==> config.mk <==
export PLATFORM = sky130hd
export DESIGN_NAME = pool2_window_reader_flat
export DESIGN_NICKNAME = d
export VERILOG_FILES = /design/src/rtl/pool2_window_reader_pkg.sv /design/src/rtl/pool2_window_reader_if.sv /design/src/rtl/pool2_window_reader_max.sv /design/src/rtl/pool2_window_reader.sv /design/src/flat_wrapper.sv
export SDC_FILE = /design/constraint.sdc
export NUM_CORES = 1
export LEC_CHECK = 0
export CAP_MARGIN = 5
export CORE_MARGIN = 3
export CORE_UTILIZATION = 40
export DETAILED_ROUTE_END_ITERATION = 16
export PLACE_DENSITY = 0.67
export SETUP_SLACK_MARGIN = 0.02
export SLEW_MARGIN = 25
export SYNTH_ARGS = -nofsm -noshare
export SYNTH_HDL_FRONTEND = slang
export SYNTH_HIERARCHICAL = 1
export SYNTH_SLANG_ARGS = --single-unit
==> constraint.sdc <==
create_clock -name clk -period 3.7 [get_ports clk]
set_input_delay 0.555 -clock clk [delete_from_list [all_inputs] [get_ports clk]]
set_output_delay 0.555 -clock clk [all_outputs]
set_load 0.01 [all_outputs]
==> src/rtl/pool2_window_reader_pkg.sv <==
// -----------------------------------------------------------------------------
// pool_pkg
//   Shared constants and types for the pooling-2 window reader.
//   - DATA_W        : sample width (signed two's complement)
//   - C2_DIM/P2_DIM : conv-2 input side and pooling-2 output side
//   - C2_AW/P2_AW   : address widths of the conv-2 and P2 memories
//   - pool_state_t  : engine states IDLE -> RD -> LAST -> WR
//   - relu_clamp()  : clamps a negative sample to zero, used when the build
//                     defines POOL2_RELU_EN
// -----------------------------------------------------------------------------
package pool_pkg;

  localparam int DATA_W = 16;
  localparam int C2_DIM = 8;
  localparam int P2_DIM = C2_DIM / 2;
  localparam int N_WIN  = P2_DIM * P2_DIM;
  localparam int C2_AW  = $clog2(C2_DIM * C2_DIM);
  localparam int P2_AW  = $clog2(N_WIN);

  typedef enum logic [1:0] {
    IDLE = 2'd0,  // waiting for start
    RD   = 2'd1,  // four reads of the current 2x2 window
    LAST = 2'd2,  // k3 sample returns from memory
    WR   = 2'd3   // window maximum written to P2 memory
  } pool_state_t;

  function automatic logic signed [DATA_W-1:0] relu_clamp(
    input logic signed [DATA_W-1:0] v
  );
    return v[DATA_W-1] ? '0 : v;
  endfunction

endpackage

==> src/rtl/pool2_window_reader_if.sv <==
// -----------------------------------------------------------------------------
// pool2_window_reader_if
//   Bundles the control handshake and both memory buses of the pooling-2
//   engine.
//   - start, busy, done          : pass control and status
//   - rd_en, rd_addr, rd_data    : conv-2 memory read port (1-cycle latency)
//   - wr_en, wr_addr, wr_data    : P2 memory write port
//   Modports:
//   - master : the engine
//   - slave  : the surrounding datapath / memories
// -----------------------------------------------------------------------------
interface pool2_window_reader_if #(
  parameter int DATA_W = pool_pkg::DATA_W
);
  import pool_pkg::*;

  logic                     start;
  logic                     busy;
  logic                     done;
  logic                     rd_en;
  logic [C2_AW-1:0]         rd_addr;
  logic signed [DATA_W-1:0] rd_data;
  logic                     wr_en;
  logic [P2_AW-1:0]         wr_addr;
  logic signed [DATA_W-1:0] wr_data;

  modport master (
    input  start, rd_data,
    output busy, done, rd_en, rd_addr, wr_en, wr_addr, wr_data
  );

  modport slave (
    output start, rd_data,
    input  busy, done, rd_en, rd_addr, wr_en, wr_addr, wr_data
  );

endinterface

==> src/rtl/pool2_window_reader_max.sv <==
// -----------------------------------------------------------------------------
// signed_max2
//   Combinational signed maximum of two operands. On a tie the a_i operand is
//   returned, so a running maximum fed back on a_i keeps its current value.
//   Ports:
//   - a_i   : current maximum
//   - b_i   : new sample
//   - max_o : signed max(a_i, b_i)
// -----------------------------------------------------------------------------
module signed_max2 #(
  parameter int DATA_W = 16
) (
  input  logic signed [DATA_W-1:0] a_i,
  input  logic signed [DATA_W-1:0] b_i,
  output logic signed [DATA_W-1:0] max_o
);

  // Both operands are declared signed, so this is a two's-complement compare.
  assign max_o = (b_i > a_i) ? b_i : a_i;

endmodule

==> src/rtl/pool2_window_reader.sv <==
// -----------------------------------------------------------------------------
// pool2_window_reader
//   Pooling-2 engine. One start walks the IN_DIM x IN_DIM conv-2 map in
//   non-overlapping 2x2 windows (raster order, ox fastest), takes the signed
//   maximum of each window and writes it to the (IN_DIM/2)^2 P2 memory.
//   Each window takes 6 cycles: RD x4, LAST, WR.
//   Ports:
//   - clk   : system clock
//   - reset : asynchronous, active-low reset
//   - bus   : control + conv-2 read + P2 write signals (master side)
//   Build option:
//   - POOL2_RELU_EN : written value is the window maximum clamped at zero;
//                     otherwise the raw signed maximum. Timing is identical.
// -----------------------------------------------------------------------------
module pool2_window_reader #(
  parameter int DATA_W = pool_pkg::DATA_W,
  parameter int IN_DIM = pool_pkg::C2_DIM
) (
  input  logic                   clk,
  input  logic                   reset,
  pool2_window_reader_if.master  bus
);
  import pool_pkg::*;

  localparam int unsigned        IN_DIM_U  = IN_DIM;
  localparam int unsigned        OUT_DIM_U = IN_DIM / 2;
  localparam logic [P2_AW-1:0]   LAST_WIN  = P2_AW'(OUT_DIM_U * OUT_DIM_U - 1);

  pool_state_t              state_q, state_d;
  logic [1:0]               k_q, k_d;
  logic [P2_AW-1:0]         win_q, win_d;
  logic signed [DATA_W-1:0] max_q, max_d;
  logic                     done_q, done_d;

  logic signed [DATA_W-1:0] max_cmp;
  logic signed [DATA_W-1:0] wr_val;
  logic [C2_AW-1:0]         rd_addr_c;
  logic                     sample_first;
  logic                     sample_more;
  int unsigned              oy_u, ox_u, row_u, col_u;

  // ---------------------------------------------------------------------------
  // Read-data bookkeeping. rd_data carries the sample requested one cycle
  // earlier: k0 returns in RD k=1, k1 in k=2, k2 in k=3 and k3 in LAST.
  // ---------------------------------------------------------------------------
  assign sample_first = (state_q == RD) && (k_q == 2'd1);
  assign sample_more  = ((state_q == RD) && (k_q > 2'd1)) || (state_q == LAST);

  signed_max2 #(.DATA_W(DATA_W)) u_max (
    .a_i   (max_q),
    .b_i   (bus.rd_data),
    .max_o (max_cmp)
  );

  // ---------------------------------------------------------------------------
  // Next-state logic.
  // ---------------------------------------------------------------------------
  always_comb begin
    // NOTE: every variable gets a default before the case, so no path through
    // this block leaves a value unassigned and no latch is inferred.
    state_d = state_q;
    k_d     = k_q;
    win_d   = win_q;
    max_d   = max_q;
    done_d  = done_q;

    case (state_q)
      IDLE: begin
        // start is only looked at here, so a start while busy is ignored.
        if (bus.start) begin
          state_d = RD;
          k_d     = 2'd0;
          win_d   = '0;
          done_d  = 1'b0;
        end
      end
      RD: begin
        k_d = k_q + 2'd1;  // wraps 3 -> 0, ready for the next window
        if (k_q == 2'd3) state_d = LAST;
      end
      LAST: state_d = WR;
      WR: begin
        win_d = win_q + 1'b1;  // last window wraps to 0 while returning to IDLE
        if (win_q == LAST_WIN) begin
          state_d = IDLE;
          done_d  = 1'b1;
        end else begin
          state_d = RD;
        end
      end
      default: state_d = IDLE;
    endcase

    // k0 is loaded outright so the window max never sees zero or a stale value.
    if (sample_first)     max_d = bus.rd_data;
    else if (sample_more) max_d = max_cmp;
  end

  // ---------------------------------------------------------------------------
  // State registers.
  // ---------------------------------------------------------------------------
  always_ff @(posedge clk or negedge reset) begin
    // NOTE: sequential state uses non-blocking assignments so every register
    // samples its pre-edge inputs regardless of block evaluation order.
    if (!reset) begin
      state_q <= IDLE;
      k_q     <= 2'd0;
      win_q   <= '0;
      max_q   <= '0;
      done_q  <= 1'b0;
    end else begin
      state_q <= state_d;
      k_q     <= k_d;
      win_q   <= win_d;
      max_q   <= max_d;
      done_q  <= done_d;
    end
  end

  // ---------------------------------------------------------------------------
  // Read address: window (oy,ox) reads (2oy,2ox), (2oy,2ox+1), (2oy+1,2ox),
  // (2oy+1,2ox+1) for k = 0..3, i.e. k[1] selects the row, k[0] the column.
  // ---------------------------------------------------------------------------
  always_comb begin
    oy_u      = 32'(win_q) / OUT_DIM_U;
    ox_u      = 32'(win_q) % OUT_DIM_U;
    row_u     = 2 * oy_u + 32'(k_q[1]);
    col_u     = 2 * ox_u + 32'(k_q[0]);
    rd_addr_c = C2_AW'(row_u * IN_DIM_U + col_u);
  end

`ifdef POOL2_RELU_EN
  assign wr_val = relu_clamp(max_q);
`else
  assign wr_val = max_q;
`endif

  // ---------------------------------------------------------------------------
  // Outputs are decoded from registered state; address and data buses are
  // forced to zero whenever their strobe is low.
  // ---------------------------------------------------------------------------
  always_comb begin
    bus.rd_en   = (state_q == RD);
    bus.rd_addr = bus.rd_en ? rd_addr_c : '0;
    bus.wr_en   = (state_q == WR);
    bus.wr_addr = bus.wr_en ? win_q : '0;
    bus.wr_data = bus.wr_en ? wr_val : '0;
    bus.busy    = (state_q != IDLE);
    bus.done    = done_q;
  end

endmodule

==> src/flat_wrapper.sv <==
// flat-port wrapper written by rule: the top's interface ports become plain ports
module pool2_window_reader_flat import pool_pkg::*;
#(
  parameter int DATA_W = pool_pkg::DATA_W,
  parameter int IN_DIM = pool_pkg::C2_DIM
)
  (clk, reset, bus_start, bus_rd_data, bus_busy, bus_done, bus_rd_en, bus_rd_addr, bus_wr_en, bus_wr_addr, bus_wr_data);
  pool2_window_reader_if #(.DATA_W(DATA_W)) bus_i ();
  input  logic clk;
  input  logic reset;
  input wire logic [$bits(bus_i.start)-1:0] bus_start;
  input wire logic [$bits(bus_i.rd_data)-1:0] bus_rd_data;
  output wire logic [$bits(bus_i.busy)-1:0] bus_busy;
  output wire logic [$bits(bus_i.done)-1:0] bus_done;
  output wire logic [$bits(bus_i.rd_en)-1:0] bus_rd_en;
  output wire logic [$bits(bus_i.rd_addr)-1:0] bus_rd_addr;
  output wire logic [$bits(bus_i.wr_en)-1:0] bus_wr_en;
  output wire logic [$bits(bus_i.wr_addr)-1:0] bus_wr_addr;
  output wire logic [$bits(bus_i.wr_data)-1:0] bus_wr_data;
  assign bus_i.start = bus_start;
  assign bus_i.rd_data = bus_rd_data;
  assign bus_busy = bus_i.busy;
  assign bus_done = bus_i.done;
  assign bus_rd_en = bus_i.rd_en;
  assign bus_rd_addr = bus_i.rd_addr;
  assign bus_wr_en = bus_i.wr_en;
  assign bus_wr_addr = bus_i.wr_addr;
  assign bus_wr_data = bus_i.wr_data;
  pool2_window_reader #(.DATA_W(DATA_W), .IN_DIM(IN_DIM)) u_core (.clk(clk), .reset(reset), .bus(bus_i));
endmodule
### Word level (Yosys, flattened, before mapping)

Cells that the tools add are included.

* order comparisons: 2
* $add $sub $neg: 5
* reductions and logical operators: 14
* muxes and demuxes: 17
* equality and inequality tests: 9

Operators with widths (count)
* 16-bit two-way mux: 4
* 16-bit > comparator: 1
* 2-bit nonzero test: 5
* 4-bit two-way mux: 2
* 2-bit one-hot mux with 4 select lines: 1
* 4-bit one-hot mux with 2 select lines: 1
* 2-bit AND reduction: 4
* 6-bit adder: 1
* 2-bit equality test, second input constant: 3
* 2-bit two-way mux: 3
* 6-bit two-way mux: 1
* 3-bit by 1-bit adder with 4-bit output: 1
* 4-bit by 1-bit adder with 4-bit output, second input constant: 1
* 2-bit by 1-bit equality test with 1-bit output, second input constant: 2
* 4-bit equality test, second input constant: 1
* 2-bit by 1-bit inequality test with 1-bit output, second input constant: 2
* 2-bit one-hot mux with 2 select lines: 1
* 3-bit by 1-bit adder with 3-bit output: 1
* 1-bit two-way mux: 3
* 3-bit AND reduction: 1
* 2-bit by 1-bit adder with 2-bit output, second input constant: 1
* 2-bit by 1-bit > comparator with 1-bit output, second input constant: 1
* 1-bit logical AND: 2
* 2-bit zero test: 1
* other kinds (3): 3

* output and inout bits: 30
* bits of input ports: 19
* bits in registers: 25

### Depth between registers and ports, before layout

Gate-level depths: netlist of the first run.

* word-level depth: 5
* depth in mapped cells: 11

### Modules after synthesis

Netlist of the first run, hierarchy kept.

By module, submodules not included
* pool2_window_reader: times used 1, sequential area each 625.6 µm², cells an instance 137, area an instance 1557.7 µm²
* signed_max2: times used 1, sequential area each 0.0 µm², cells an instance 78, area an instance 686.9 µm²

### Worst setup path before layout of the first run

No wires, ideal clock.

* kind: input to register
* start: input bus_rd_data[11]
* end: register u_core.max_q[10]
* path slack: 204 ps
* cell stages on the path: 10
* arrival: 3372 ps
* cells stage by stage: ha_1 > nand2_1 > or4_4 > or4_4 > nand3_2 > mux2i_4 > buf_12 > mux2_4 > mux2_4 > mux2_2

* longest elaborated chain between the ends: 3

Ends and longest elaborated chain
* start: declaration: line flat_wrapper.sv:12 `input wire logic [$bits(bus_i.rd_data)-1:0] bus_rd_data;`
* 16-bit > comparator: line pool2_window_reader_max.sv:19 `assign max_o = (b_i > a_i) ? b_i : a_i;`
* 2-bit nonzero test (no source line)
* 2-bit AND reduction (no source line)
* end signal: assignment: line pool2_window_reader.sv:115 `max_q <= max_d;`
* end: declaration: line pool2_window_reader.sv:32 `logic signed [DATA_W-1:0] max_q, max_d;`

No other way between the ends.
A chain may end at the register's enable or synchronous reset.

### Worst setup path in the final report of the first run

* start: input bus_rd_data[8]
* end: register u_core.max_q[4]

Same word-level chain as after synthesis.

==> out/metrics.cfg, run 1 <==
[outcome]
outcome = completed

[placement]
dp_slack_ps = -322.5
io_buffer_count = 48
gp_congestion = 0.8168
dp_cells = 337
hpwl_um = 3422

[die]
num_rows = 26
coreArea_mm2 = 0.005270
ioPinCount = 49
start_util = 0.4259
dieArea_mm2 = 0.006546
die_h_um = 80.91
die_w_um = 80.91

[power_and_ir_drop]
seqPwrFrac = 0.210
swShare = 0.3807
vdd_ir_drop_max_mv = 0.5551
p_sw_w = 0.0009561
p_comb_frac = 0.718
powerDensity_mw_per_mm2 = 855.9
p_int_w = 0.001555
pwr-share-clk = 0.072
leakagePower_nw = 1.385

[global_route]
grt_max_degree = 26
grt_pass1_wl_um = 8135
grt_use_total = 0.1599
gr-total-overflow = 0
antenna_found_initial = 0
grt_pass1_vias = 1724

[yosys]
yosys_warnings = 6
muxShareOfSynthArea = 0.2982
syn_inst = 215
async_flop_share = 1.000
synth-compound-area-share = 0.07302
synth_fp_nets = 258
synth_enable_flop_cells = 0
synth_top_area_share = 0.2787
synthAdderAreaFrac = 0.1338
ys_seq_area_frac = 0.2787
post-synth-top-count-cell = mux2_2
yosys.area.top_type = dfrtp_1
syn_avg_cell_area_um2 = 10.44
syn_area_mm2 = 0.002245
synthSimpleGateAreaFrac = 0.1538
ys_top_cells_by_area = dfrtp_1, mux2_2, ha_1, mux2_4, and2_1
ys_ff_latch = 25
ys_top_cells_by_count = mux2_2, and2_1, dfrtp_1
synth-xor-area-share = 0
synthFlopType = dfrtp_1
synth_cell_types = 38
synth_top_family_by_area = multiplexers

[critical_path]
crit_fanout = 6
r2r_end = u_core/max_q[4]$_DFFE_PN0P_
cp_common_cell = mux2_2
critPathSlowestCell = or4_4
r2r_setup_slack_ps = 210
cp_num_buf_inv = 2
max_stage_delay_ps = 540
reg2reg_depth = 11
required_ps = 3880
start_kind = input port
cpLargestDelayFamily = multiplexers
r2r-start = u_core/max_q[13]$_DFFE_PN0P_
arrival_ps = 3800
path_cells = clkdlybuf4s50_1 > ha_1 > nand2_1 > or4_4 > or4_4 > nand3_4 > mux2i_4 > buf_12 > mux2_2 > mux2_2 > mux2_2
end_kind = register
path_class = input port to register

[sta]
final_max_slew_viol_count = 0
period_share = 0.9777
rsz0062_at_grt = no
fin_crit_ps = 3617
final.setup.tns_ps = 0
tightest_slew_ps = 815.5
hold-worst-slack_ps = 523.2
setup_viol = 0
relSlewSlack = 0.4563
finalClockSkew_ps = 9.327
clock.fmax_ghz = 0.2764
worst_slack_ps = 82.53
hold_violations = 0

[layout]
diodes = 0
final-seq-area_um2 = 625.6
fin_cells = 342
n_fill_cell = 494
multi_input_area_mm2 = 0.001486
fin_nets = 316
drive_gt1_frac = 0.2610
areaGrowthSynthToFinish_pct = 30.71

[flow_run]
drv_cap = 0

[clocking]
cts-root-buf = clkbuf_8
cts_hold_buf = 0
tritoncts = yes
post-cts-setup-buffers = 0
cts_sinks = 25
clk_pin_slew_worst_paths_ps = 100
htreeDepth = 1
insertion_delay_ps = 290
numCtsBuffers = 3
clock_path_buffers = 2

[hold_path]
holdPathEnd = u_core/win_q[3]$_DFFE_PN0P_
hold_depth = 1
hold_class = register to register
hold_start = u_core/win_q[3]$_DFFE_PN0P_

[detailed_routing]
ant_nets = 0
drc = 0
dr.pass1.iters = 4
routed_wl_um = 4720
drt_iter0_markers = 52
vias = 1703
vias_per_cell = 4.980
avgRoutedWirePerCell_um = 13.80

registers in the layout (all words and copies together) (netlist names):
name             cells
u_core/bus.done      1
u_core/k_q           2
u_core/max_q        16
u_core/state_q       2
u_core/win_q         4
per-stage QoR:
step,util,instance area [um2],total power (W)
finish,0.5567,2934,0.002511
global route,0.5567,2934,0.002734
CTS,0.5563,2932,0.002540
detailed placement,0.5408,2850,0.002274
global placement,0.5408,2850,0.002238
floorplan,-,2245,0.001782
kinds of logic (layout without fill, tap and decap cells):
| kind of cell | after synthesis | after routing |
|---|---|---|
| compound gates | 25 | 25 |
| simple gates | 59 | 59 |
| fa+ha+maj | 24 | 24 |
| mux | 52 | 52 |
| buf+inv | 30 | 87 |
| flops | 25 | 25 |
worst max-delay path by stage:
stage	startpoint	endpoint	cells past startpoint
finish	bus_rd_data[8]	u_core/max_q[4]$_DFFE_PN0P_	11
global route	bus_rd_data[8]	u_core/max_q[0]$_DFFE_PN0P_	11
CTS	bus_rd_data[9]	u_core/max_q[4]$_DFFE_PN0P_	11
detailed placement	bus_rd_data[11]	u_core/max_q[4]$_DFFE_PN0P_	11
global placement	bus_rd_data[13]	u_core/max_q[4]$_DFFE_PN0P_	11
floorplan	bus_rd_data[11]	u_core/max_q[10]$_DFFE_PN0P_	10
worst reg2reg max path, cell delays in order, from the launching register on:
cell and delay, ps:
dfrtp_1 410, inv_1 60, ha_1 290, nand2_1 80, or4_4 530, or4_4 540, nand3_4 100, mux2i_4 370
buf_12 170, mux2_2 330, mux2_2 260, mux2_2 260
metal layers:
| layer | wire [um] | vias up | part of all wire | GRT usage |
|---|---|---|---|---|
| li1 | - | 861 | - | - |
| met1 | 2212 | 802 | 0.47 | 0.2061 |
| met2 | 2245 | 36 | 0.48 | 0.2701 |
| met3 | 211 | 4 | 0.045 | 0.03548 |
| met4 | 50 | 0 | 0.011 | 0.04054 |
| met5 | 0 | - | 0 | 0 |
area by class of cell:
| type | instances | area share |
|---|---|---|
| Clock buffer | 3 | 0.01407 |
| Clock inverter | 1 | 0.002985 |
| Inverter | 24 | 0.03070 |
| Multi-Input combinational cell | 160 | 0.5066 |
| Sequential cell | 25 | 0.2132 |
| Tap cell | 70 | 0.02985 |
| Timing Repair Buffer | 59 | 0.2026 |
timing repair:
| item | in CTS | in global routing |
|---|---|---|
| gates resized for setup | 9 | 1 |
| setup endpoints to repair | 8 | 12 |
| pin swaps | 4 | 1 |
| cloned | 1 | 0 |
power groups by stage:
stage	Sequential, W	Clock (W)	Combinational, W
finish	0.000526	0.000182	0.00180
floorplan	0.000495	0	0.00129
global placement	0.000527	0	0.00171
global route	0.000550	0.000202	0.00198
detailed placement	0.000531	0	0.00174
CTS	0.000525	0.000189	0.00183
placed cells by master (no fill, tap or decap), types with 2 or more instances in the layout:
cell type,n
nand2_1,14
nor4_1,2
ha_1,24
and2_1,26
dfrtp_1,25
o21ai_0,4
nor2b_1,2
mux2_2,29
or4_4,2
clkdlybuf4s50_1,41
mux2i_1,2
inv_1,24
buf_4,8
mux2_4,20
o21bai_1,2
nand3_1,3
a21oi_1,9
dlygate4sd2_1,6
clkbuf_8,3
nor2_1,3
Power figures use the tool's default switching activity.
==> run 2: changes to the inputs <==
Settings changed: DONT_BUFFER_PORTS set to 1, PLACE_DENSITY 0.67 to 0.55.
==> out/metrics.cfg, run 2 (same netlist as run 1, synthesis figures left out) <==
[global_route]
grt_max_degree = 26  ; unchanged
grt_pass1_vias = 1441  ; -16%
grt_use_total = 0.1428  ; -0.01705
grt_pass1_wl_um = 7251  ; -11%
antenna_found_initial = 0  ; unchanged
gr-total-overflow = 0  ; unchanged

[layout]
final_common_cell = mux2_2
post-route-util = 0.4485  ; -0.1083
regMostFlops = u_core/max_q
layout_common_cells = mux2_2, and2_1, dfrtp_1
diodes = 0  ; unchanged
fin_nets = 260  ; -18%
largest_reg_flops = 16  ; unchanged
fin_cells = 286  ; -16%
reg_top3 = u_core/max_q (16), u_core/win_q (4)
drive_gt1_frac = 0.2917  ; +0.03064
areaGrowthSynthToFinish_pct = 5.296

[die]
dieArea_mm2 = 0.006546  ; unchanged
coreArea_mm2 = 0.005270  ; unchanged
start_util = 0.4259  ; unchanged
die_w_um = 80.91  ; unchanged
num_rows = 26  ; unchanged
ioPinCount = 49  ; unchanged
die_h_um = 80.91  ; unchanged

[placement]
dp_cells = 281  ; -17%
gp_congestion = 0.7632  ; -6.6%
dp_slack_ps = 190.5  ; +513.0 ps
hpwl_um = 3212  ; -6.1%
io_buffer_count = 0  ; -100%

[critical_path]
r2r_setup_slack_ps = 290  ; +80 ps
reg2reg_depth = 11  ; unchanged
start_kind = register
crit_fanout = 9  ; +3
arrival_ps = 3570  ; -230 ps
end_kind = register
required_ps = 3860  ; -20 ps
path_class = register to register

[detailed_routing]
dr.pass1.iters = 4  ; unchanged
ant_nets = 0  ; unchanged
routed_wl_um = 4318  ; -8.5%
vias_per_cell = 5.206  ; +4.6%
avgRoutedWirePerCell_um = 15.10  ; +9.4%
vias = 1489  ; -13%
drt_iter0_markers = 17  ; -67%
drc = 0  ; unchanged

[sta]
final_max_slew_viol_count = 0  ; unchanged
clock.fmax_ghz = 0.2935  ; +6.2%
period_share = 0.9209  ; -0.05680
tightest_slew_ps = 825.7  ; +10.22 ps
hold_violations = 0  ; unchanged
rsz0062_at_grt = no
worst_slack_ps = 292.7  ; +210.2 ps
relSlewSlack = 0.4495  ; -0.006812
final.setup.tns_ps = 0  ; unchanged
finalClockSkew_ps = 4.170  ; -5.158 ps
fin_crit_ps = 3407  ; -210.2 ps
setup_viol = 0  ; unchanged

[clocking]
cts_resized = 0  ; -9
numCtsBuffers = 3  ; unchanged
post-cts-setup-buffers = 0  ; unchanged
clock_path_buffers = 2  ; unchanged
cts_hold_buf = 1  ; +1
cts-root-buf = clkbuf_8
insertion_delay_ps = 270  ; -20 ps
htreeDepth = 1  ; unchanged
cts_sinks = 25  ; unchanged
tritoncts = yes
clk_pin_slew_worst_paths_ps = 90  ; about the same

[outcome]
outcome = completed

[power_and_ir_drop]
leakagePower_nw = 1.143  ; -18%
vdd_ir_drop_max_mv = 0.3720  ; -33%
power_w = 0.002120  ; -16%
powerDensity_mw_per_mm2 = 897.1  ; +4.8%

[hold_path]
hold_class = input port to async pin

[flow_run]
drv_cap = 0  ; unchanged

run 2: cell type report:
cell class | count | area [um2]
Clock buffer | 3 | 41.29
Clock inverter | 1 | 5.005
Fill cell | 525 | 2907
Inverter | 24 | 90.09
Multi-Input combinational cell | 160 | 1479
Sequential cell | 25 | 625.6
Tap cell | 70 | 87.58
Timing Repair Buffer | 3 | 35.03
run 2: per-stage QoR:
| stage | hold WS, ps | cell area (um2) |
|---|---|---|
| 2_1_floorplan | 259.4 | 2245 |
| 3_3_place_gp | 260.2 | 2297 |
| 3_5_place_dp | 260.3 | 2297 |
| 4_1_cts | 86.70 | 2364 |
| 5_1_grt | 78.54 | 2364 |
| 6_report | 83.42 | 2364 |
run 2: path summary, 6_finish.rpt:
check | start | end
worst max-delay path | u_core/max_q[11]$_DFFE_PN0P_ | u_core/max_q[1]$_DFFE_PN0P_
worst min-delay path | reset | u_core/max_q[6]$_DFFE_PN0P_
worst max register to register | u_core/max_q[11]$_DFFE_PN0P_ | u_core/max_q[1]$_DFFE_PN0P_
worst min register to register | u_core/win_q[3]$_DFFE_PN0P_ | u_core/win_q[3]$_DFFE_PN0P_
max in group asynchronous | reset | u_core/max_q[3]$_DFFE_PN0P_
min in group clk | bus_start | u_core/bus.done$_DFFE_PN0P_
run 2: critical path: stages, from the launching register on:
cell,delay (ps)
dfrtp_1,400
inv_1,60
ha_1,290
nand2_1,70
or4_4,540
or4_4,540
nand3_2,110
mux2i_4,220
buf_4,210
mux2_2,340
mux2_2,250
mux2_2,250
run 2: power breakdown:
| group | internal, W | switching [W] |
|---|---|---|
| sequential | 0.000406 | 0.000124 |
| combinational | 0.000784 | 0.000638 |
| clock | 0.0000755 | 0.0000931 |
run 2: per-layer routing:
layer	share of wire	GRT usage	vias up
met5	0	0	-
met4	0.0058	0.02027	0
met3	0.066	0.05322	2
met2	0.47	0.2365	27
met1	0.46	0.1810	708
li1	-	-	752
